## config.mk

```make
export PLATFORM = sky130hd
export DESIGN_NAME = transfer_receiver
export DESIGN_NICKNAME = d
export VERILOG_FILES = /design/src/rtl/transfer_receiver_pkg.sv /design/src/rtl/sync_fifo.sv /design/src/rtl/transfer_receiver.sv
export SDC_FILE = /design/constraint.sdc
export NUM_CORES = 1
export LEC_CHECK = 0
export ABC_CLOCK_PERIOD_IN_PS = 6000
export CORE_MARGIN = 2
export CORE_UTILIZATION = 60
export CTS_CLUSTER_DIAMETER = 60
export DETAILED_ROUTE_END_ITERATION = 16
export PLACE_DENSITY = 0.83
export SYNTH_ARGS = -nofsm -noshare
export SYNTH_HDL_FRONTEND = slang
export SYNTH_HIERARCHICAL = 1
export SYNTH_SLANG_ARGS = --single-unit
```

## constraint.sdc

```tcl
create_clock -name clk -period 6 [get_ports clk]
set_input_delay 0.9 -clock clk [delete_from_list [all_inputs] [get_ports clk]]
set_output_delay 0.9 -clock clk [all_outputs]
set_load 0.1 [all_outputs]
```

## src/rtl/transfer_receiver_pkg.sv

```systemverilog
// Shared definitions for the dual-scanner transfer interface.
// Used by the receiver, the scanner side and the display logic.
//   xfer_state_t : FSM state encoding (also driven out on the debug state port)
//   DEF_*        : default DATA_W / XFER_LEN / FIFO_DEPTH values
package transfer_receiver_pkg;

  typedef enum logic [1:0] {
    IDLE    = 2'b00,
    REQUEST = 2'b01,
    RECEIVE = 2'b10,
    DONE    = 2'b11
  } xfer_state_t;

  localparam int DEF_DATA_W     = 8;
  localparam int DEF_XFER_LEN   = 10;
  localparam int DEF_FIFO_DEPTH = 16;

endpackage

```

## src/rtl/sync_fifo.sv

```systemverilog
// Single-clock show-ahead FIFO.
//   clk, reset(async, active-low)
//   wr_en/wr_data : push (caller guarantees space)
//   rd_en         : pop head; ignored when empty (sets sticky underflow)
//   rd_data       : head entry, combinational, don't-care when empty
//   count, empty, underflow : status
module sync_fifo
  import transfer_receiver_pkg::*;
#(
  parameter int DATA_W     = DEF_DATA_W,
  parameter int FIFO_DEPTH = DEF_FIFO_DEPTH,
  parameter int CNT_W      = $clog2(FIFO_DEPTH) + 1
) (
  input  logic              clk,
  input  logic              reset,
  input  logic              wr_en,
  input  logic [DATA_W-1:0] wr_data,
  input  logic              rd_en,
  output logic [DATA_W-1:0] rd_data,
  output logic [CNT_W-1:0]  count,
  output logic              empty,
  output logic              underflow
);

  localparam int AW = $clog2(FIFO_DEPTH);

  logic [DATA_W-1:0] r_mem [FIFO_DEPTH];
  logic [AW-1:0]     r_wr_ptr, r_rd_ptr;
  logic [CNT_W-1:0]  r_count;
  logic              r_underflow;
  logic              w_pop;

  assign w_pop     = rd_en && (r_count != '0);
  assign rd_data   = r_mem[r_rd_ptr];
  assign count     = r_count;
  assign empty     = (r_count == '0);
  assign underflow = r_underflow;

  // Storage needs no reset: entries are only observed once written.
  always_ff @(posedge clk) begin
    if (wr_en) r_mem[r_wr_ptr] <= wr_data;
  end

  // Pointers wrap naturally since FIFO_DEPTH is a power of 2.
  always_ff @(posedge clk or negedge reset) begin
    if (!reset) begin
      r_wr_ptr    <= '0;
      r_rd_ptr    <= '0;
      r_count     <= '0;
      r_underflow <= 1'b0;
    end else begin
      if (wr_en) r_wr_ptr <= r_wr_ptr + AW'(1);
      if (w_pop) r_rd_ptr <= r_rd_ptr + AW'(1);
      case ({wr_en, w_pop})
        2'b10:   r_count <= r_count + CNT_W'(1);
        2'b01:   r_count <= r_count - CNT_W'(1);
        default: r_count <= r_count;
      endcase
      if (rd_en && (r_count == '0)) r_underflow <= 1'b1;
    end
  end

endmodule

```

## src/rtl/transfer_receiver.sv

```systemverilog
// Host-side collector for two scanners. Round-robin arbitrates ready0/ready1,
// pulses start_transferN for one cycle, captures an XFER_LEN-byte burst from
// the chosen scanner into a show-ahead FIFO drained by the consumer.
//   clk, reset(async, active-low)
//   ready0/1, data_in0/1       : scanner side
//   start_transfer0/1          : one-cycle start pulse
//   active_scanner, busy, xfer_done, state : status/debug
//   rd_en, rd_data, rd_valid, fifo_count, underflow : consumer side
module transfer_receiver
  import transfer_receiver_pkg::*;
#(
  parameter int DATA_W     = DEF_DATA_W,
  parameter int XFER_LEN   = DEF_XFER_LEN,
  parameter int FIFO_DEPTH = DEF_FIFO_DEPTH,
  parameter int CNT_W      = $clog2(FIFO_DEPTH) + 1
) (
  input  logic              clk,
  input  logic              reset,
  input  logic              ready0,
  input  logic              ready1,
  input  logic [DATA_W-1:0] data_in0,
  input  logic [DATA_W-1:0] data_in1,
  output logic              start_transfer0,
  output logic              start_transfer1,
  output logic              active_scanner,
  output logic              busy,
  output logic              xfer_done,
  output logic [1:0]        state,
  input  logic              rd_en,
  output logic [DATA_W-1:0] rd_data,
  output logic              rd_valid,
  output logic [CNT_W-1:0]  fifo_count,
  output logic              underflow
);

  localparam int BEAT_W = $clog2(XFER_LEN + 1);

  xfer_state_t       r_state;
  logic              r_active;
  logic              r_rr;       // scanner favoured when both are ready
  logic [BEAT_W-1:0] r_beat;
  logic              r_start0, r_start1, r_done, r_busy;

  logic [CNT_W-1:0]  w_count;
  logic              w_empty;
  logic              w_push;
  logic [DATA_W-1:0] w_wr_data;
  logic              w_space_ok;
  logic              w_win;

  // Admit a burst only if the whole thing fits, so the FIFO can never overflow.
  assign w_space_ok = (CNT_W'(FIFO_DEPTH) - w_count) >= CNT_W'(XFER_LEN);
  assign w_win      = (ready0 && ready1) ? r_rr : ready1;
  assign w_push     = (r_state == RECEIVE);
  assign w_wr_data  = r_active ? data_in1 : data_in0;

  always_ff @(posedge clk or negedge reset) begin
    if (!reset) begin
      r_state  <= IDLE;
      r_active <= 1'b0;
      r_rr     <= 1'b0;
      r_beat   <= '0;
      r_start0 <= 1'b0;
      r_start1 <= 1'b0;
      r_done   <= 1'b0;
      r_busy   <= 1'b0;
    end else begin
      r_start0 <= 1'b0;
      r_start1 <= 1'b0;
      r_done   <= 1'b0;
      case (r_state)
        IDLE: begin
          if ((ready0 || ready1) && w_space_ok) begin
            r_state  <= REQUEST;
            r_active <= w_win;
            r_start0 <= ~w_win;
            r_start1 <= w_win;
            r_busy   <= 1'b1;
          end
        end
        REQUEST: begin
          r_state <= RECEIVE;
          r_beat  <= '0;
        end
        RECEIVE: begin
          if (r_beat == BEAT_W'(XFER_LEN - 1)) begin
            r_beat  <= '0;
            r_state <= DONE;
            r_done  <= 1'b1;
          end else begin
            r_beat <= r_beat + BEAT_W'(1);
          end
        end
        DONE: begin
          r_state <= IDLE;
          r_rr    <= ~r_active;
          r_busy  <= 1'b0;
        end
        default: r_state <= IDLE;
      endcase
    end
  end

  sync_fifo #(
    .DATA_W     (DATA_W),
    .FIFO_DEPTH (FIFO_DEPTH),
    .CNT_W      (CNT_W)
  ) u_fifo (
    .clk       (clk),
    .reset     (reset),
    .wr_en     (w_push),
    .wr_data   (w_wr_data),
    .rd_en     (rd_en),
    .rd_data   (rd_data),
    .count     (w_count),
    .empty     (w_empty),
    .underflow (underflow)
  );

  assign start_transfer0 = r_start0;
  assign start_transfer1 = r_start1;
  assign active_scanner  = r_active;
  assign busy            = r_busy;
  assign xfer_done       = r_done;
  assign state           = r_state;
  assign rd_valid        = ~w_empty;
  assign fifo_count      = w_count;

endmodule

```

==> qor.txt <==
Reg2Reg Setup Slack = 3.16 ns
First-pass DRT Iterations = 5
Total clock sinks = 154
R2R Path End = u_fifo/count[4]
TritonCTS clock tree = built
Hold path cells = 1
Max-slew headroom = 0.207
CP required = 5.10 ns
Mean Syn Cell Area = 17.5 um^2
Post-synthesis register bit count = 154
Layout cell share with drive strength beyond 1 = 0.169
Die width = 110 um
Hold EP = u_fifo/underflow
Share of the synthesized area in the top cell type = 0.575
Clock Path Buffers = 2
Syn Nets = 421
Final WL = 14,300 um
Global-route wire length before repair = 21,800 um
Max Clk Rate = 0.218 GHz
Vias in the first global route = 3,757
Max Transition Viols Final = 0
Die Ht = 110 um
Syn Inst Count = 383
Async S/R FF share, synth = 0.169
Startpoint Class = register
PortBufs = 42
Hpwl dp = 8730 um
Vias per inst = 6.22
WL/cell = 24.4 um
Fin Setup TNS = 0 ns
Final Hold Fails = 0
Largest net degree at the start of global routing = 36
Routed Antenna Nets = 0
Drt drc = 0
DR vias = 3,641
Postcts setup bufs = 0
Final period util = 0.765
Clock Pin Slew Worst Setup and Hold Paths = 0.06 ns
Arr. time, crit path = 3.69 ns
Core Area = 10,800 um^2
Hold_buf cts = 0
Distinct cells, synth = 52
# rows = 38
Seq/Total Area, Yosys = 0.672
Synth area leaders = edfxtp_1 57%, dfrtp_1 9.7%, mux4_2 7.1%, mux4_1 4.3%, ha_1 3.2%
Antenna cells = 0
Post-CTS sizing = 0
Initial DRC count = 382
Worst-Margin Slew = 1.19 ns
Min cycle time layout = 4.59 ns
Mapped Area = 6690 um^2
GPL Wtd Cong = 0.805
Ys flop type = edfxtp_1
Outcome = finished, final reports clean
Synthesis warning total = 6
Initial antenna violation count = 0
# setup viols final = 0
Post-synth EDFFs = 128
Nets = 470
Worst-path fanout max = 26
Starting Density = 0.617
Layout Skew = 0.00751 ns
GRT overflow = 0
H-tree Lvls = 4
Hold path start = u_fifo/underflow
Syn-to-layout area delta = 16.8%
Top cell type by total area after synthesis = edfxtp_1
Max_cap viols = 0
Worst-Skew Late Latency = 0.53 ns
RSZ-0062 raised after global routing = no
Crit path capture type = primary output
HP Class = reg -> reg
IO Pins = 43
Crit Reg-Reg Startpoint = u_fifo/count[2]
CTS root buf = clkbuf_8
Setup CP Type = reg -> out
Die area = 12,000 um^2
Total CTS buffers = 17
R2r worst-path depth = 9
GRT Total Usage = 0.263
## Yosys cell counts, types with 7 or more instances
library cell    n
inv_1          17
clkbuf_1        7
nor2_1         10
mux2_2         11
a22oi_1        17
xor2_1          7
and2_1         14
nand2_1        19
dfrtp_1        26
ha_1           17
mux4_2         21
mux4_1         11
edfxtp_1      128
## cells by family (layout without fill, tap and decap cells)
group,Yosys count,in the layout,synth area share
simple gates,76,76,0.0627
flops,154,154,0.672
compound gates,43,43,0.0513
fa+ha+maj,17,17,0.0318
buf+inv,34,96,0.0281
xor+xnor,12,12,0.0157
mux,47,47,0.138
## state kept, by name, summed over array words and instances, names as in the netlist, 2 cells and up
name,cells
u_fifo/count,5
u_fifo/r_mem,128
u_fifo/r_wr_ptr,4
state,2
u_fifo/r_rd_ptr,4
r_beat,4
## worst max-delay path, cell delays in order (launching register included)
cell and delay, ns:
dfrtp_1 1.13, buf_4 0.36, mux4_2 0.34, a22oi_1 0.25
nand2_1 0.10, clkdlybuf4s50_1 0.97
## metrics by stage
stage | hold WS, ns | worst slack [ns] | util | std cells | area (um^2)
after floorplan | 0.473 | 2.73 | - | 383 | 6690
after global placement | 0.447 | 2.04 | 0.664 | 553 | 7200
after detailed placement | 0.464 | 1.98 | 0.664 | 553 | 7200
after CTS | 0.483 | 1.36 | 0.720 | 585 | 7810
after global routing | 0.527 | 1.24 | 0.720 | 585 | 7810
final | 0.476 | 1.41 | 0.720 | 585 | 7810
## cell type report
type                       count  area, um^2
multi-input combinational    195        2010
fill                         646        3030
tap                          140         175
clock buffer                  17         414
sequential                   154        4500
clock inverter                15         198
timing repair buffer          47         458
inverter                      17        63.8
## worst max path at each step
stage,from,end,depth (start not counted)
CTS,u_fifo/r_rd_ptr[0],rd_data[7],4
global placement,u_fifo/r_rd_ptr[0],rd_data[4],4
detailed placement,u_fifo/r_rd_ptr[1],rd_data[5],5
floorplan,state[0],u_fifo/count[4],12
finish,u_fifo/r_rd_ptr[1],rd_data[5],5
global route,u_fifo/r_rd_ptr[1],rd_data[5],5
## placed cells by master, fill, tap and decap left out, types with 5 or more instances in the layout
cell / instances
and2_1: 14
nand3_1: 5
inv_1: 17
ha_1: 17
dfrtp_1: 25
mux4_1: 11
nor3b_1: 5
clkdlybuf4s50_1: 42
clkbuf_16: 16
a22oi_1: 17
o21ai_0: 5
xor2_1: 7
buf_4: 5
xnor2_1: 5
mux2_2: 11
nor2_1: 10
nand2_1: 19
edfxtp_1: 128
mux4_2: 21
## layer usage
metal  up-vias  global-route usage  part of all wire
met4         0              0.0976             0.021
met5         -                   0                 0
met2       171               0.425              0.51
met3        20              0.0806             0.085
li1       1615                   -                 -
met1      1835               0.339              0.39
Power is not shown: default switching activity piles up to over one toggle a cycle in this logic, so the estimate is an artifact.
